[src/rtl/product_accumulator.sv]
// Accumulates a programmed number of 8-bit products from a valid/ready stream
// and presents the wrapped sum plus a sticky overflow flag on a second handshake.
module product_accumulator #(
  parameter int ACC_W = 12,
  parameter int LEN_W = 4
) (
  input  logic             clk,
  input  logic             rst_n,
  input  logic             start,
  input  logic [LEN_W-1:0] len,
  input  logic [7:0]       prod,
  input  logic             in_valid,
  output logic             in_ready,
  output logic [ACC_W-1:0] acc,
  output logic             ovf,
  output logic             out_valid,
  input  logic             out_ready,
  output logic             busy
);

  typedef enum logic [1:0] {
    ST_IDLE = 2'd0,
    ST_ACC  = 2'd1,
    ST_DONE = 2'd2
  } state_e;

  localparam logic [LEN_W-1:0] LEN_ONE  = {{(LEN_W-1){1'b0}}, 1'b1};
  localparam logic [LEN_W-1:0] LEN_ZERO = {LEN_W{1'b0}};
  localparam logic [ACC_W-1:0] ACC_ZERO = {ACC_W{1'b0}};

  state_e           state_q, state_d;
  logic [ACC_W-1:0] acc_q, acc_d;
  logic             ovf_q, ovf_d;
  logic [LEN_W-1:0] count_q, count_d;
  logic [LEN_W-1:0] len_q, len_d;
  logic             in_ready_q, in_ready_d;
  logic             out_valid_q, out_valid_d;
  logic             busy_q, busy_d;

  // Extra top bit of the sum is the carry-out that feeds the sticky overflow.
  logic [ACC_W:0]   sum_s;
  logic             last_beat_s;

  assign sum_s       = {1'b0, acc_q} + {{(ACC_W-7){1'b0}}, prod};
  assign last_beat_s = (count_q == (len_q - LEN_ONE));

  // Next-state and datapath update; handshake outputs are decoded from the next state so they leave flops.
  always_comb begin
    state_d = state_q;
    acc_d   = acc_q;
    ovf_d   = ovf_q;
    count_d = count_q;
    len_d   = len_q;
    case (state_q)
      ST_IDLE: begin
        if (start) begin
          len_d   = len;
          acc_d   = ACC_ZERO;
          ovf_d   = 1'b0;
          count_d = LEN_ZERO;
          if (len == LEN_ZERO) begin
            state_d = ST_DONE;
          end else begin
            state_d = ST_ACC;
          end
        end else begin
          state_d = ST_IDLE;
        end
      end
      ST_ACC: begin
        if (in_valid && in_ready_q) begin
          acc_d   = sum_s[ACC_W-1:0];
          ovf_d   = ovf_q | sum_s[ACC_W];
          count_d = count_q + LEN_ONE;
          if (last_beat_s) begin
            state_d = ST_DONE;
          end else begin
            state_d = ST_ACC;
          end
        end else begin
          state_d = ST_ACC;
        end
      end
      ST_DONE: begin
        if (out_ready) begin
          state_d = ST_IDLE;
        end else begin
          state_d = ST_DONE;
        end
      end
      default: begin
        state_d = ST_IDLE;
      end
    endcase
    in_ready_d  = (state_d == ST_ACC);
    out_valid_d = (state_d == ST_DONE);
    busy_d      = (state_d != ST_IDLE);
  end

  // State, datapath and output registers with asynchronous clear.
  always_ff @(posedge clk or negedge rst_n) begin
    if (!rst_n) begin
      state_q     <= ST_IDLE;
      acc_q       <= ACC_ZERO;
      ovf_q       <= 1'b0;
      count_q     <= LEN_ZERO;
      len_q       <= LEN_ZERO;
      in_ready_q  <= 1'b0;
      out_valid_q <= 1'b0;
      busy_q      <= 1'b0;
    end else begin
      state_q     <= state_d;
      acc_q       <= acc_d;
      ovf_q       <= ovf_d;
      count_q     <= count_d;
      len_q       <= len_d;
      in_ready_q  <= in_ready_d;
      out_valid_q <= out_valid_d;
      busy_q      <= busy_d;
    end
  end

  assign in_ready  = in_ready_q;
  assign out_valid = out_valid_q;
  assign busy      = busy_q;
  assign acc       = acc_q;
  assign ovf       = ovf_q;

endmodule

[config.mk]
export PLATFORM = sky130hd
export DESIGN_NAME = product_accumulator
export DESIGN_NICKNAME = d
export VERILOG_FILES = /design/src/rtl/product_accumulator.sv
export SDC_FILE = /design/constraint.sdc
export NUM_CORES = 1
export LEC_CHECK = 0
export BUFFER_PORTS_ARGS = -buffer_cell sky130_fd_sc_hd__clkbuf_2
export CORE_MARGIN = 2
export CORE_UTILIZATION = 53
export DETAILED_ROUTE_END_ITERATION = 6
export PLACE_DENSITY = 0.78
export SLEW_MARGIN = 5
export SYNTH_ARGS = -nofsm -noshare
export SYNTH_HDL_FRONTEND = slang
export SYNTH_SLANG_ARGS = --single-unit
[constraint.sdc]
create_clock -name clk -period 2.6 [get_ports clk]
set_clock_uncertainty 0.1 [all_clocks]
set_input_delay 0.13 -clock clk [delete_from_list [all_inputs] [get_ports clk]]
set_output_delay 0.13 -clock clk [all_outputs]
set_load 0.005 [all_outputs]
==> metrics.csv, run 1 <==
metric,value,unit
"Area growth, synth to finish",17.72,%
Antenna Nets Post-Route,0,
final period utilization,85.61,%
r2r startpoint,acc[0],
"EDFF count, synth",0,
DR vias/cell,5.744,
status,"complete, no violations",
die extent in x,57.27,um
Setup crit start kind,register,
critical path endpoint category,register,
Final Instance Area,1770,um2
TritonCTS buffer count,3,
RSZ-0062 raised after global routing,no,
adder-cell share of the synthesized area,9.651,%
initial core utilization,55.01,%
via count,1281,
Synth Flop Type,dfrtp_1,
# diodes,0,
buffers added on ports,32,
initial drt markers,46,
final hold vios,0,
Vert. Die Dim,57.27,um
Crit path top cell by count,a21oi_1,
Clock Sinks,26,
Pwr Density,1029,nW/um2
CTS Buffer Depth,2,
Rows,19,
Most Crowded Layer GR,met2,
Initial DRT Pass Iterations,4,
synthesized instance count,153,
total wire length,3034,um
crit path buf inv count,1,
drt wl/cell,13.61,um
Final Wtd Congestion,0.8979,
die area,3280,um2
drt drc,0,
vias in the first global route,1176,
GR Util All Layers,20.40,%
maxcap violations,0,
FF-to-FF setup slack,0.37,ns
unique cell type count in the Yosys netlist,39,
first-pass GRT wire length,5285,um
met1 usage,27.74,%
root buf cell,clkbuf_4,
Crit Path Category,register to register,
final setup fails,0,
sequential element share of the synthesized area,43.26,%
fin crit period,2.226,ns
max-slew violations,0,
synthesized flop and latch total,26,
CP max-delay cell,dfrtp_1,
post-CTS sizing,0,
"FFs w/ async S/R, synth",100.0,%
worst-path fanout max,4,
met3 usage,2.721,%
VDD IR max,0.6470,mV
HPWL after detailed placement,2313,um
TNS Setup,0,ns
Synthesis Warnings,0,
"Req. time, crit path",2.74,ns
Nets,222,
Area contributors post-synth,"dfrtp_1, ha_1, xor2_1",
share of the synthesized area in the top cell type,43.26,%
R2R depth,8,
Clock transition at path regs,0.13,ns
CTS tree,built,
top-count cell post-synth,dfrtp_1,
Simple-Gate Fraction of Synth Area,19.80,%
Core ar.,2734,um2
Crit path largest cell delay,0.40,ns
H-tree lvl count,1,
mux cell area share after synthesis,0,%
crit-path leading delay family,adder cells,
FMAX,0.4493,GHz
Hold Crit Start,out_ready,
Reg-to-Reg End,acc[10],
P_leak,0.8938,nW
Hold Crit Class,primary input to register,
largest net degree at the start of global routing,27,
Compound-Gate Fraction of Synth Area,14.98,%
Synth Area in XOR/XNOR,9.318,%
CP Cell Sequence,ha_1 > inv_1 > fa_1 > nand2b_1 > a21oi_1 > o211ai_2 > or3_1 > a21oi_1,
layout cells sized above 1,21.35,%
Worst Hold Endpoint,state_q[1],
M2 GR Usage,33.83,%
Synth top cells by count,"dfrtp_1, nand2_1, o21ai_0",
Synth area leader,dfrtp_1,
post-synth net total,181,
Critical Path AT,2.36,ns
combinational family with the most area after synthesis,simple AND/OR/NAND/NOR gates,
"Core Util, Final",64.76,%
hold path depth,3,
initial antenna violation count,0,
Slew @ Worst Pin,0.6597,ns
syn_area_per_cell,9.830,um2
I/O Pins,33,
Post-Syn Area,1504,um2
grt total ovfl,0,
Max transition margin,56.02,%
Worst-Skew Late Latency,0.30,ns
placed inst area,1688,um2
[final cells by class]
type                       count  area, um2
multi-input combinational    118      808.3
sequential                    26      650.6
timing repair buffer          39      227.7
inverter                       6      22.52
fill                         236      963.4
tap                           31      38.79
clock buffer                   3      22.52
[worst reg2reg max path: cells and delay by family, from the launching register on]
kind	cells	cell delay, ns
fa+ha+maj	2	0.58
compound gates	3	0.51
simple gates	2	0.50
flops	1	0.40
buf+inv	1	0.06
[flip-flops by register name (all words and copies together) (netlist names)]
register	count
in_ready	1
ovf	1
state_q	2
out_valid	1
count_q	4
len_q	4
busy	1
acc	12
[logic make-up after synthesis]
group | after synthesis
flops | 26
simple gates | 55
compound gates | 36
fa+ha+maj | 11
buf+inv | 9
xor+xnor | 16
[metrics by stage]
stage / power, mW / hold slack (ns) / std cells / worst slack (ns)
6_report: 1.822 / 0.04630 / 223 / 0.3742
2_1_floorplan: 1.401 / -0.2656 / 153 / 0.5186
5_1_grt: 1.992 / 0.03885 / 223 / 0.1194
3_3_place_gp: 1.612 / 0.07812 / 214 / 0.4766
3_5_place_dp: 1.660 / 0.08839 / 214 / 0.3895
4_1_cts: 1.829 / 0.03423 / 223 / 0.3609
[per-layer routing]
layer,vias to the layer above,share of wire [%]
li1,619,-
met1,627,46
met5,-,0
met2,33,49
met3,2,3.8
met4,0,0.76
[repair_timing]
| action | in CTS | in global routing |
|---|---|---|
| setup buffers | 0 | 0 |
| hold buffers | 6 | 0 |
| hold endpoints to repair | 31 | 0 |
[worst max path at each step]
stage,startpoint,cells after the start,slack [ns],to
CTS,acc[0],8,0.36,acc[10]
global route,acc[0],8,0.12,acc[10]
finish,acc[0],8,0.37,acc[10]
global placement,acc[0],8,0.48,acc[10]
detailed placement,acc[0],8,0.39,acc[10]
floorplan,acc[0],8,0.52,acc[10]
[power by group]
| part | switching (mW) | leakage [nW] | internal [mW] | total [mW] |
|---|---|---|---|---|
| Sequential | 0.154 | 0.331 | 0.558 | 0.712 |
| Combinational | 0.513 | 0.549 | 0.436 | 0.949 |
| Clock | 0.107 | 0.0138 | 0.0540 | 0.161 |
| Total | 0.774 | 0.894 | 1.05 | 1.82 |
[placed cells by master, fill, tap and decap left out, types with 6 or more instances in the layout]
master | Yosys | final
a21oi_1 | 6 | 6
clkbuf_2 | 0 | 32
dfrtp_1 | 26 | 26
dlygate4sd3_1 | 0 | 6
ha_1 | 10 | 10
inv_1 | 6 | 6
nand2_1 | 24 | 24
nor2_1 | 7 | 7
o21ai_0 | 13 | 13
xor2_1 | 11 | 11
Power figures use the tool's default switching activity.
==> run 2: changes to the inputs <==
--- a/config.mk
+++ b/config.mk
@@ -8,6 +8,7 @@
 export BUFFER_PORTS_ARGS = -buffer_cell sky130_fd_sc_hd__clkbuf_2
 export CORE_MARGIN = 2
 export CORE_UTILIZATION = 53
+export CTS_BUF_LIST = sky130_fd_sc_hd__clkbuf_8 sky130_fd_sc_hd__clkbuf_16
 export DETAILED_ROUTE_END_ITERATION = 6
 export PLACE_DENSITY = 0.78
 export SLEW_MARGIN = 5
==> run 2 against run 1 <==
  * Cell area grew 0.49%
  * Combinational power is essentially flat
  * First-iteration DRC count shrank 28%
  * Critical endpoint unchanged
==> metrics.csv, run 2 (synthesized netlist as in run 1, its figures left out) <==
metric,value,unit,change
Pwr Density,1056,nW/um2,was 1029 nW/um2
final setup fails,0,,unchanged
# Post-CTS Setup Buffers,0,,unchanged
first-pass GRT wire length,5395,um,was 5285 um
Hold Crit Class,primary input to register,,unchanged
Rows,19,,unchanged
Final Instance Area,1779,um2,was 1770 um2
P_leak,0.8974,nW,was 0.8938 nW
Nets,221,,was 222
Clock transition at path regs,0.09,ns,was 0.13 ns
grt total ovfl,0,,unchanged
total wire length,3056,um,was 3034 um
VDD IR max,0.6549,mV,was 0.6470 mV
DR vias/cell,5.685,,was 5.744
initial antenna violation count,0,,unchanged
crit-path leading delay family,adder cells,,unchanged
Worst-Skew Late Latency,0.26,ns,was 0.30 ns
initial core utilization,55.01,%,unchanged
min setup slack post-route,0.3899,ns,was 0.3742 ns
post-place setup slack,0.3895,ns,unchanged
FILL cells,232,,was 236
CP max-delay cell,dfrtp_1,,unchanged
TNS Setup,0,ns,unchanged
HPWL after detailed placement,2313,um,unchanged
placed inst area,1688,um2,unchanged
most frequent cells in the layout,"clkbuf_2, dfrtp_1, nand2_1",,unchanged
Initial DRT Pass Iterations,4,,unchanged
fin crit period,2.210,ns,was 2.226 ns
Slew @ Worst Pin,0.6600,ns,was 0.6597 ns
CTS Buffer Depth,2,,unchanged
max-slew violations,0,,unchanged
worst-path fanout max,4,,unchanged
final hold vios,0,,unchanged
drt drc,0,,unchanged
Vert. Die Dim,57.27,um,unchanged
"Core Util, Final",65.08,%,was 64.76%
crit path buf inv count,1,,unchanged
CTS tree,built,,unchanged
drt wl/cell,13.77,um,was 13.61 um
critical path endpoint category,register,,unchanged
Crit path largest cell delay,0.38,ns,was 0.40 ns
layout cells sized above 1,21.47,%,was 21.35%
root buf cell,clkbuf_8,,was clkbuf_4
"leading cell type in the layout, fill and taps excluded",clkbuf_2,,unchanged
max reg flops,12,,unchanged
CP Cell Sequence,ha_1 > inv_1 > fa_1 > nand2b_1 > a21oi_1 > o211ai_2 > or3_1 > a21oi_1,,unchanged
final period utilization,85.01,%,was 85.61%
Core ar.,2734,um2,unchanged
Setup crit start kind,register,,unchanged
"Area growth, synth to finish",18.30,%,was 17.72%
die extent in x,57.27,um,unchanged
Max transition margin,56.00,%,was 56.02%
Crit path top cell by count,a21oi_1,,unchanged
status,"complete, no violations",,unchanged
Critical Path AT,2.30,ns,was 2.36 ns
H-tree lvl count,1,,unchanged
"Req. time, crit path",2.69,ns,was 2.74 ns
Crit Path Category,register to register,,unchanged
GR Util All Layers,20.93,%,was 20.40%
via count,1262,,was 1281
I/O Pins,33,,unchanged
maxcap violations,0,,unchanged
largest net degree at the start of global routing,27,,unchanged
die area,3280,um2,unchanged
vias in the first global route,1181,,was 1176
# diodes,0,,unchanged
initial drt markers,33,,was 46
Antenna Nets Post-Route,0,,unchanged
FMAX,0.4525,GHz,was 0.4493 GHz
Clock Sinks,26,,unchanged
buffers added on ports,32,,unchanged
TritonCTS buffer count,3,,unchanged
Final Wtd Congestion,0.8979,,unchanged
RSZ-0062 raised after global routing,no,,unchanged
[run 2: changes by cell type in the layout (fill, tap and decap cells not counted)]
cell / before / now
clkbuf_4: 3 / 0
clkbuf_8: 0 / 3
dlygate4sd3_1: 6 / 5
[run 2: worst reg2reg max path, stage by stage (launching register included)]
cell	delay (ns)
dfrtp_1	0.38
ha_1	0.20
inv_1	0.06
fa_1	0.38
nand2b_1	0.17
a21oi_1	0.21
o211ai_2	0.16
or3_1	0.33
a21oi_1	0.14
[run 2: layer usage]
layer	track usage (%)	share of wire [%]
met3	3.628	4.4
met1	28.78	46
met5	0	0
met4	7.309	0.52
met2	33.66	49
[run 2: area by class of cell]
class	instances	area, um2	share of cell area [%]
tap	31	38.79	2.180
clock buffer	3	41.29	2.321
inverter	6	22.52	1.266
multi-input combinational	118	808.3	45.43
timing repair buffer	38	217.7	12.24
sequential	26	650.6	36.57
[run 2: power by group]
part	internal [mW]	switching, mW
Combinational	0.436	0.514
Sequential	0.559	0.153
Clock	0.103	0.114
[run 2: path summary, 6_finish.rpt]
check | startpoint | slack, ns | depth (start not counted) | end
max in group asynchronous | rst_n | 1.65 | 2 | count_q[1]
setup reg to reg | acc[0] | 0.39 | 8 | acc[10]
min in group asynchronous | rst_n | 0.33 | 2 | acc[2]
hold reg to reg | ovf | 0.40 | 1 | ovf
hold / removal | start | 0.04 | 3 | busy
setup / recovery | acc[0] | 0.39 | 8 | acc[10]
[run 2: per-stage QoR]
stage / hold slack [ns] / cells / total power, mW
final: 0.04441 / 222 / 1.879
after global routing: 0.05817 / 222 / 2.059
after CTS: 0.04609 / 222 / 1.891
after detailed placement: 0.08839 / 214 / 1.660
after global placement: 0.07812 / 214 / 1.612
after floorplan: -0.2656 / 153 / 1.401
[run 2: what timing repair did]
item | 4_1_cts | 5_1_grt
hold buffers | 5 | 0
hold endpoints to repair | 30 | 0
gates resized for setup | 0 | 0
